**src/rtl/number_detector.sv**
```systemverilog
// ASCII stream sniffer: finds 9-digit numbers written either as a contiguous run
// or as three space-separated groups of three, then replays the digits on data_out.
module number_detector (
    input  logic       clk,
    input  logic       rst_n,
    input  logic       enable,
    input  logic [7:0] data_in,
    output logic [7:0] data_out,
    output logic       write,
    output logic       long,
    output logic       short
);

    typedef enum logic [2:0] {
        ST_IDLE = 3'd0,
        ST_G1   = 3'd1,
        ST_SEP1 = 3'd2,
        ST_G2   = 3'd3,
        ST_SEP2 = 3'd4,
        ST_G3   = 3'd5,
        ST_RUN  = 3'd6
    } state_t;

    function automatic logic is_digit_f(input logic [7:0] b);
        return (b >= 8'h30) && (b <= 8'h39);
    endfunction

    logic [7:0] byte_r;
    logic       valid_r;
    logic       is_digit_s;
    logic       is_space_s;
    logic       start_s;

    state_t     state_r;
    state_t     state_nx_s;
    logic [3:0] cnt_r;
    logic [3:0] cnt_nx_s;
    logic       prev_digit_r;
    logic [3:0] ndig_r;
    logic [3:0] cap_idx_s;
    logic       cap_en_s;
    logic [7:0] cap_r [0:8];
    logic       hit_long_s;
    logic       hit_short_s;
    logic       hit_long_r;
    logic       hit_short_r;

    logic [7:0] out_buf_r [0:8];
    logic [3:0] idx_r;
    logic       busy_r;

    assign is_digit_s = is_digit_f(byte_r);
    assign is_space_s = (byte_r == 8'h20);
    assign start_s    = is_digit_s && !prev_digit_r;

    // Classifier stage: capture accepted byte and its valid flag
    always_ff @(posedge clk or negedge rst_n) begin
        if (!rst_n) begin
            byte_r  <= 8'h00;
            valid_r <= 1'b0;
        end else begin
            valid_r <= enable;
            if (enable) begin
                byte_r <= data_in;
            end
        end
    end

    // Detector state register, capture buffer and hit flags
    always_ff @(posedge clk or negedge rst_n) begin
        if (!rst_n) begin
            state_r      <= ST_IDLE;
            cnt_r        <= 4'd0;
            prev_digit_r <= 1'b0;
            ndig_r       <= 4'd0;
            hit_long_r   <= 1'b0;
            hit_short_r  <= 1'b0;
            for (int i = 0; i < 9; i++) begin
                cap_r[i] <= 8'h00;
            end
        end else begin
            state_r     <= state_nx_s;
            cnt_r       <= cnt_nx_s;
            hit_long_r  <= hit_long_s;
            hit_short_r <= hit_short_s;
            if (valid_r) begin
                prev_digit_r <= is_digit_s;
            end
            if (cap_en_s) begin
                cap_r[cap_idx_s] <= byte_r;
                ndig_r           <= cap_idx_s + 4'd1;
            end
        end
    end

    // Next-state logic; a failing byte can never open a new candidate, so deviations land in IDLE
    always_comb begin
        state_nx_s = state_r;
        cnt_nx_s   = cnt_r;
        if (valid_r) begin
            case (state_r)
                ST_IDLE: begin
                    if (start_s) begin
                        state_nx_s = ST_G1;
                        cnt_nx_s   = 4'd1;
                    end else begin
                        state_nx_s = ST_IDLE;
                    end
                end
                ST_G1: begin
                    if (is_digit_s) begin
                        state_nx_s = (cnt_r == 4'd3) ? ST_RUN : ST_G1;
                        cnt_nx_s   = cnt_r + 4'd1;
                    end else if (is_space_s && (cnt_r == 4'd3)) begin
                        state_nx_s = ST_SEP1;
                    end else begin
                        state_nx_s = ST_IDLE;
                    end
                end
                ST_SEP1, ST_SEP2: begin
                    if (is_digit_s) begin
                        state_nx_s = (state_r == ST_SEP1) ? ST_G2 : ST_G3;
                        cnt_nx_s   = 4'd1;
                    end else begin
                        state_nx_s = ST_IDLE;
                    end
                end
                ST_G2: begin
                    if (is_digit_s && (cnt_r < 4'd3)) begin
                        cnt_nx_s = cnt_r + 4'd1;
                    end else if (is_space_s && (cnt_r == 4'd3)) begin
                        state_nx_s = ST_SEP2;
                    end else begin
                        state_nx_s = ST_IDLE;
                    end
                end
                ST_G3: begin
                    if (is_digit_s && (cnt_r < 4'd3)) begin
                        cnt_nx_s = cnt_r + 4'd1;
                    end else begin
                        state_nx_s = ST_IDLE;
                    end
                end
                ST_RUN: begin
                    if (is_digit_s && (cnt_r < 4'd9)) begin
                        cnt_nx_s = cnt_r + 4'd1;
                    end else begin
                        state_nx_s = ST_IDLE;
                    end
                end
                default: begin
                    state_nx_s = ST_IDLE;
                end
            endcase
        end else begin
            state_nx_s = state_r;
        end
    end

    // Detector outputs: match pulses and digit capture strobe
    always_comb begin
        hit_long_s  = 1'b0;
        hit_short_s = 1'b0;
        cap_en_s    = 1'b0;
        cap_idx_s   = (state_r == ST_IDLE) ? 4'd0 : ndig_r;
        if (valid_r) begin
            hit_long_s  = (state_r == ST_G3) && (cnt_r == 4'd3) && !is_digit_s;
            hit_short_s = (state_r == ST_RUN) && (cnt_r == 4'd9) && !is_digit_s;
            cap_en_s    = is_digit_s && (state_nx_s != ST_IDLE);
        end else begin
            cap_en_s = 1'b0;
        end
    end

    // Serializer: replay the 9 captured digits, one per cycle; a new hand-off overrides residue
    always_ff @(posedge clk or negedge rst_n) begin
        if (!rst_n) begin
            data_out <= 8'h00;
            write    <= 1'b0;
            long     <= 1'b0;
            short    <= 1'b0;
            idx_r    <= 4'd0;
            busy_r   <= 1'b0;
            for (int i = 0; i < 9; i++) begin
                out_buf_r[i] <= 8'h00;
            end
        end else begin
            long  <= hit_long_r;
            short <= hit_short_r;
            if (busy_r) begin
                write    <= 1'b1;
                data_out <= out_buf_r[idx_r];
                idx_r    <= idx_r + 4'd1;
                busy_r   <= (idx_r != 4'd8);
            end else begin
                write <= 1'b0;
            end
            if (hit_long_r || hit_short_r) begin
                out_buf_r <= cap_r;
                idx_r     <= 4'd0;
                busy_r    <= 1'b1;
            end
        end
    end

endmodule

```
**config.mk**
```make
export PLATFORM = sky130hd
export DESIGN_NAME = number_detector
export DESIGN_NICKNAME = d
export VERILOG_FILES = /design/src/rtl/number_detector.sv
export SDC_FILE = /design/constraint.sdc
export NUM_CORES = 1
export LEC_CHECK = 0
export ABC_AREA = 1
export CAP_MARGIN = 30
export CORE_MARGIN = 3
export CORE_UTILIZATION = 53
export DETAILED_ROUTE_END_ITERATION = 8
export GPL_TIMING_DRIVEN = 1
export PLACE_DENSITY = 0.74
export SYNTH_ARGS = -nofsm -noshare
export SYNTH_HDL_FRONTEND = slang
export SYNTH_SLANG_ARGS = --single-unit
```
**constraint.sdc**
```tcl
create_clock -name clk -period 3.3 [get_ports clk]
set_input_delay 0.66 -clock clk [delete_from_list [all_inputs] [get_ports clk]]
set_output_delay 0.66 -clock clk [all_outputs]
set_load 0.005 [all_outputs]
```
# [After elaboration in Yosys (flattened, before gate mapping)]
# Index checks and enable logic that the tools add are counted.
# W data, S select, Z words.
[word_totals] out_inout_bits=11 reg_bits=183
[op_classes] n_reduce_logical=21 mux=33 magnitude_cmp=7 bitwise_logic=2 add_sub_neg=3 n_eq_ne=15
[op_table] operator="$bwmux W72" n=1
[op_table] operator="$bmux W8 S4" n=1
[op_table] operator="$demux W8 S4" n=1
[op_table] operator="$mux W4" n=8
[op_table] operator="$mux W3" n=9
[op_table] operator="$mux W8" n=3
[op_table] operator="$pmux W4 S5" n=1
[op_table] operator="$pmux W3 S6" n=1
[op_table] operator="$add A4 B1 Y4 const B" n=3
[op_table] operator="$logic_and A1 B1 Y1" n=11
[op_table] operator="$ge A5 B5 Y1 const B" n=2
[op_table] operator="$not A4 Y5" n=2
[op_table] operator="$eq A3 B3 Y1 const B" n=3
[op_table] operator="$eq A8 B6 Y1 const B" n=1
[op_table] operator="$ge A8 B6 Y1 const B" n=1
[op_table] operator="$le A8 B6 Y1 const B" n=1
[op_table] operator="$ne A2 B2 Y1 const B" n=4
[op_table] operator="$mux W1" n=7
[op_table] operator="$reduce_and A7 Y1" n=1
[op_table] operator="$eq A3 B2 Y1 const B" n=2
[op_table] operator="$lt A5 B1 Y1 const B" n=1
[op_table] operator="$reduce_bool A5 Y1" n=1
[op_table] operator="$eq A4 B2 Y1 const B" n=1
[op_table] operator="$eq A4 B4 Y1 const B" n=1
[op_table] operator="other kinds (12)" n=14

# [Logic depth before layout (Yosys ltp)]
# Gate-level depths: netlist (run 1).
[logic_depth] word_depth=9 ltp_mapped=12 ltp_nobuf=11

# [Least setup slack after synthesis (run 1)]
# Ideal clock, no wire load.
[synth_timing] kind="flip-flop to flip-flop" from="register state_r[0]" to="register cap_r[0] (netlist name)" path_slack_ns=1.548 stages_incl_launch_ff=12 setup_time_ns=0.117 arrival_time_ns=1.635 path_buffers=0 path_cell_list="dfrtp_1 > nor2_1 > nand2_2 > inv_1 > nor2_1 > inv_1 > ha_1 > inv_1 > nor3_4 > nand2_2 > nand2_1 > nand2_1"
[synth_between] elab_chain_cells=8 word_cells_on_any_way=26 classes_between="order compare (2); eq/ne (6); mux (12); bitwise (1); reduce/logical (5)"
[synth_rtl] item="from (decl)" line_no="34" text="state_t state_r;"
[synth_rtl] item="from (signal assigned)" line_no="82" text="state_r <= state_nx_s;"
[synth_rtl] item="$logic_not A3 Y1 / $eq A3 B2 Y1 (equally long branches)" line_no="101, 165, 122"
[synth_rtl] item="$mux W4 / $mux W3 (equally long branches)" line_no="165, 122"
[synth_rtl] item="$not A4 Y5 (implied by the code) / $mux W3 (equally long branches)" line_no="90, 121"
[synth_rtl] item="$ge A5 B5 Y1 (implied by the code) (tied with other cells)" line_no="90" text="cap_r[cap_idx_s] <= byte_r;"
[synth_rtl] item="$logic_and A1 B1 Y1 (implied by the code) / $mux W3 (equally long branches)" line_no="90, 100"
[synth_rtl] item="$mux W8 (implied by the code) / $reduce_bool A3 Y1 (equally long branches)" line_no="90, 169"
[synth_rtl] item="$demux W8 S4 / $logic_and A1 B1 Y1 (equally long branches)" line_no="90, 169"
[synth_rtl] item="$bwmux W72 / $mux W1 (equally long branches)" line_no="90, 166"
[synth_rtl] item="to (signal, indexed assignment)" line_no="90"
[synth_rtl] item="to (decl)" line_no="42" text="logic [7:0] cap_r [0:8];"
# Parallel ways exist; a longest one is shown, timed or not.
# A chain may end at the register's enable or synchronous reset.

# [Final worst setup path (run 1)]
[layout_timing] from="register byte_r[2]" to="register cap_r[42] (netlist name)"
[layout_between] elab_chain_cells=9 word_cells_on_any_way=22 classes_between="order compare (2); eq/ne (1); mux (12); reduce/logical (7)"
[layout_rtl] item="from (decl)" line_no="28" text="logic [7:0] byte_r;"
[layout_rtl] item="from (signal assigned)" line_no="64" text="byte_r <= data_in;"
[layout_rtl] item="$ge A8 B6 Y1 (tied with other cells)" line_no="25" text="return (b >= 8'h30) && (b <= 8'h39);"
[layout_rtl] item="$logic_and A1 B1 Y1 (on tied branches)" line_no="25, 114, 131"
[layout_rtl] item="$logic_and A1 B1 Y1 (tied with other cells)" line_no="145" text="if (is_digit_s && (cnt_r < 4'd9)) begin"
[layout_rtl] item="$mux W3 (tied with other cells)" line_no="145"
[layout_rtl] item="$pmux W3 S6" line_no="101" text="case (state_r)"
[layout_rtl] item="$mux W3" line_no="100" text="if (valid_r) begin"
[layout_rtl] item="$reduce_bool A3 Y1" line_no="169" text="cap_en_s = is_digit_s && (state_nx_s != ST_IDLE);"
[layout_rtl] item="$logic_and A1 B1 Y1" line_no="169"
[layout_rtl] item="$mux W1" line_no="166" text="if (valid_r) begin"
# Parallel ways exist; a longest one is shown, timed or not.

==> flow_summary.toml, run 1 <==
[synth]
synth-seq-cells = 183
synth_cell_types = 30
yosysTopAreaCellShare_pct = 57.0
yosysTopAreaCell = "dfrtp_1"
yosysWarningCount = 0
seq_area_frac_synth_pct = 57.0
synth_cells = 940
ys_top_cells_by_area = "dfrtp_1, nand2_1, o21ai_0"
synth.net_count = 960
avgSynthCellArea_um2 = 8.55
netlist_area_mm2 = 0.00803

[timing]
fin_crit_ns = 2.22
slew_violations = 0
fin_crit_sh_pct = 67.2
tns_ns = 0
max_freq_mhz = 451
fin_hold_ws_ns = 0.200
skew_ns = 0.00931
slew_headroom_pct = 38.4
setup_viol = 0
hold_violations = 0
setup_slack_ns = 1.08
rsz0062_at_grt = "false"
worst_pin_slew_ns = 0.924

[pwr]
p_sw_share_pct = 22.2
p_seq_share_pct = 52.1
vdd_ir_drop_max_v = 0.000387
clock_power_share_pct = 44.1
p_switching_uw = 999
comb_power_share_pct = 3.9
p_int_uw = 3500
p_leak_uw = 0.00460
power_density_mw_per_mm2 = 504

[clocking]
clk_pin_slew_ns = 0.07
postCtsHoldBufs = 0
cts_made_buffers = 17
clock_path_buffers = 2
cts_tree = "done"
post_cts_buffers = 0
htree_levels = 4
cts.sinks = 183
clk_latency_ns = 0.43
cts_resized = 0
root_buffer = "clkbuf_16"

[die]
core-area_mm2 = 0.0147
dieHeight_um = 129
die_area_mm2 = 0.0167
die_w_um = 129
num_rows = 44
ios = 22
start_util_pct = 54.6

[layout]
fill_cells = 1265
nNetsFinal = 967
fin_area_mm2 = 0.00892
drive_above_1_share_pct = 7.30
area_growth_pct = 11.0
antenna_cells = 0

[global_routing]
grt_pass1_vias = 5950
grt_max_degree = 76
overflow = 0
grt_pass1_wl_um = 29800
antenna_found_initial = 0
grt.total_usage_pct = 22.8

[run_status]
status = "finished clean"

[worst_setup_path]
cp_max_fo = 75
endpoint_kind = "flip-flop"
ff2ff_setup_slack_ns = 1.08
critical_path_required_ns = 3.62
arrival_ns = 2.54
cp-start-kind = "flip-flop"
worstSetupPathType = "reg2reg"

[place]
pre_cts_ws_ns = 1.15
dp_hpwl_um = 11400
place_congestion = 0.835
port-buffer-count = 21
postPlaceCellArea_mm2 = 0.00835

[drt]
drt_pre_antenna_iters = 5
via_per_inst = 5.41
routedWlPerCell_um = 15.5
final_antenna_net_count = 0
vias = 6188
drc = 0
wl_um = 17700
drt_iter0_markers = 617

[hold_path]
hold_class = "in2async"

[run]
maxCapViolCount = 0
-- final cells by class --
| type | count | area, um^2 | area share, % |
|---|---|---|---|
| clock buffers | 24 | 472 | 5.29 |
| clock inverters | 7 | 96.3 | 1.08 |
| inverters | 94 | 353 | 3.96 |
| multi-input cells | 621 | 2880 | 32.3 |
| flip-flops and latches | 183 | 4580 | 51.3 |
| well taps | 184 | 230 | 2.58 |
| repair buffers | 30 | 304 | 3.41 |
-- sequential cells by signal, indices dropped and copies added (netlist names) --
register	count
hit_short_r	1
cnt_r	4
cap_r	72
data_out	8
out_buf_r	72
valid_r	1
state_r	3
write	1
ndig_r	4
byte_r	8
short	1
idx_r	4
busy_r	1
prev_digit_r	1
hit_long_r	1
long	1
-- layer usage --
metal  part of all wire [%]  global-route usage, %  vias up
met2                     47                   35.1      177
li1                       -                      -     2978
met5                      0                      0        -
met3                    5.2                   5.85       42
met4                    3.0                   8.28        0
met1                     45                   31.7     2991
-- critical path, stage by stage (launching register included) --
cell	delay (ns)
dfrtp_1	0.58
inv_1	0.14
nand2_1	0.08
nand2_1	0.12
nand3_1	0.14
nand2_1	0.10
nand2_2	0.06
nor2_4	0.09
buf_12	0.31
nand2_1	0.26
nand2_1	0.13
nand2_1	0.06
-- cells in the final DEF, fill, tap and decap left out, drive strengths merged --
cell,instances
nand2,305
dfrtp,183
o21ai,97
inv,92
nor2,87
nand3,61
a21oi,31
clkbuf,24
clkdlybuf4s50,20
o211ai,16
buf,10
ha,9
nor3,6
clkinv,4
clkinvlp,3
xor2,2
xnor2,2
bufinv,2
or2,1
o2111ai,1
a31oi,1
a211oi,1
mux2,1
-- cells in the mapped netlist --
cell type,count
clkbuf_2,1
nor2_2,2
buf_2,10
clkinv_1,2
xnor2_1,2
nand3_4,1
clkbuf_1,24
a31oi_1,1
nor3_1,5
xor2_1,2
inv_1,85
nand3_1,60
o211ai_1,16
nand2_2,8
buf_6,7
mux2_2,1
inv_2,7
o2111ai_1,1
o21ai_0,97
nand2_1,297
nor2_1,80
a211oi_1,1
or2_2,1
a21oi_1,24
dfrtp_1,183
nor3_4,1
a21oi_2,7
nor2_4,4
ha_1,9
nor2_8,1
-- cell families (layout without fill, tap and decap cells) --
family / Yosys count / after routing / synth area share (%)
buffers and inverters: 136 / 155 / 7.18
xor gates and xnor gates: 4 / 4 / 0.436
AOI/OAI and AO/OA: 147 / 147 / 10.1
DFF: 183 / 183 / 57.0
muxes: 1 / 1 / 0.140
adders and majority gates: 9 / 9 / 1.40
and+or+nand+nor: 460 / 460 / 23.8
-- stage by stage --
step,instances,util (%),total power (uW)
after floorplan,940,-,2460
after global placement,1112,56.8,2550
after detailed placement,1112,56.8,2560
after CTS,1143,60.7,4530
after global routing,1143,60.7,4660
final,1143,60.7,4500
-- final timing paths --
| check | start | endpoint | depth (start not counted) |
|---|---|---|---|
| setup / recovery | byte_r[2] | cap_r[42] | 11 |
| hold / removal | rst_n | busy_r | 1 |
| setup reg to reg | byte_r[2] | cap_r[42] | 11 |
| hold reg to reg | hit_short_r | short | 0 |
| max in group asynchronous | rst_n | cap_r[15] | 2 |
| min in group clk | hit_short_r | short | 0 |
-- power groups by stage --
stage / logic [uW] / clock network (uW) / registers (uW)
final: 173 / 1980 / 2340
after global routing: 204 / 2100 / 2350
after CTS: 179 / 2010 / 2340
after detailed placement: 178 / 0 / 2380
after global placement: 174 / 0 / 2380
after floorplan: 107 / 0 / 2360
No activity file was read; power rests on OpenSTA's default activity.
==> run 2, diff against run 1 <==
==> constraint.sdc (replaced) <==
create_clock -name clk -period 2.1 [get_ports clk]
set_input_delay 0.42 -clock clk [delete_from_list [all_inputs] [get_ports clk]]
set_output_delay 0.42 -clock clk [all_outputs]
set_load 0.005 [all_outputs]
==> run 2 against run 1 <==
  * Die area stayed put
  * Setup slack got worse by 0.91 ns
  * Largest power group unchanged
  * Routed wire length is 5.0% lower
  * Via count shrank 1.4%
  * Fmax grew 15%
  * Global-route usage is 0.95 points lower
  * Combinational power increased by 83%
  * Worst hold slack improved by 0.18 ns
==> flow_summary.toml, run 2 (synthesis results as in run 1) <==
[clocking]
clk_pin_slew_ns = 0.07
cts_tree = "done"
clock_path_buffers = 2
root_buffer = "clkbuf_16"
htree_levels = 4
cts_made_buffers = 17
cts.sinks = 183
post_cts_buffers = 0
clk_latency_ns = 0.44

[drt]
routedWlPerCell_um = 14.6
via_per_inst = 5.28
wl_um = 16800
vias = 6104
drt_pre_antenna_iters = 5
final_antenna_net_count = 0
drt_iter0_markers = 484
drc = 0

[timing]
hold_violations = 0
tns_ns = 0
setup_viol = 0
rsz0062_at_grt = "false"
setup_slack_ns = 0.168
fin_crit_ns = 1.93
slew_violations = 0
skew_ns = 0.0130
fin_hold_ws_ns = 0.381
slew_headroom_pct = 63.6
worst_pin_slew_ns = 0.546
fin_crit_sh_pct = 92.0
max_freq_mhz = 518

[pwr]
p_leak_uw = 0.00468
vdd_ir_drop_max_v = 0.000587
power_density_mw_per_mm2 = 777
finalPower_uw = 7050

[global_routing]
grt_pass1_wl_um = 28600
grt_pass1_vias = 5894
overflow = 0
grt.total_usage_pct = 21.9
grt_max_degree = 109
antenna_found_initial = 0

[worst_setup_path]
ff2ff_setup_slack_ns = 0.17
arrival_ns = 2.26
critical_path_required_ns = 2.43
worstSetupPathType = "reg2reg"
cp_max_fo = 7
cp-start-kind = "flip-flop"
endpoint_kind = "flip-flop"

[place]
dp_hpwl_um = 11000
pre_cts_ws_ns = 0.133
port-buffer-count = 21
place_congestion = 0.865

[hold_path]
hold_class = "in2async"

[layout]
most-common-layout-cells = "nand2_1, dfrtp_1, o21ai_0"
fill_cells = 1260
drive_above_1_share_pct = 9.47
utilization_pct = 61.7
reg_top3 = "cap_r x72, out_buf_r x72"
antenna_cells = 0
final_common_cell = "nand2_1"
area_growth_pct = 12.9
nNetsFinal = 978

[die]
ios = 22
dieHeight_um = 129
die_area_mm2 = 0.0167
core-area_mm2 = 0.0147
die_w_um = 129
start_util_pct = 54.6
num_rows = 44

[run_status]
status = "finished clean"

[run]
maxCapViolCount = 0
## run 2: cell types whose count changed in the layout (fill, tap and decap cells not counted), sizes merged
cell	before	now
clkinvlp	3	4
inv	92	96
clkinv	4	8
bufinv	2	1
dlygate4sd3	0	1
buf	10	20
clkbuf	24	17
## run 2: area by class of cell
class                   count  area, um^2  area share, %
inverters                  94         353           3.89
well taps                 184         230           2.54
multi-input cells         621        2900           32.0
flip-flops and latches    183        4580           50.5
clock buffers              17         425           4.69
repair buffers             41         439           4.84
clock inverters            15         146           1.61
## run 2: per-stage QoR
stage,area (um^2),cells
5_1_grt,9070,1155
4_1_cts,9060,1155
2_1_floorplan,8030,940
3_5_place_dp,8480,1122
6_report,9070,1155
3_3_place_gp,8480,1122
## run 2: critical path, cell delays in order, from the launching register on
cell and delay [ns]:
dfrtp_1 0.42, nor2_1 0.18, nand2_2 0.08, inv_1 0.07, nor2_1 0.07, inv_1 0.10, ha_1 0.18, inv_1 0.10
nor3_4 0.32, nand2_2 0.15, nand2_1 0.09, nand2_1 0.05
## run 2: final timing paths
path	start	endpoint	cells past startpoint
worst max-delay path	state_r[0]	cap_r[0]	11
worst min register to register	hit_long_r	long	0
worst max register to register	state_r[0]	cap_r[0]	11
worst min-delay path	rst_n	data_out[4]	2
max in group asynchronous	rst_n	cap_r[23]	3
min in group clk	hit_long_r	long	0
## run 2: where the power goes
| group | switching [uW] | internal, uW |
|---|---|---|
| clock | 1420 | 1660 |
| combinational | 216 | 102 |
| sequential | 53.0 | 3600 |
## run 2: timing repair
action,in CTS,in global routing
gates resized for setup,0,6
setup endpoints to repair,0,26
hold endpoints to repair,13,0
hold buffers,1,0
## run 2: per-layer routing
metal  routed length, um  track usage (%)  part of all wire, %
met5                   0                0                    0
met4                 478             9.45                  2.8
met3                 764             4.41                  4.5
met2                8000             34.5                   48
met1                7570             29.7                   45
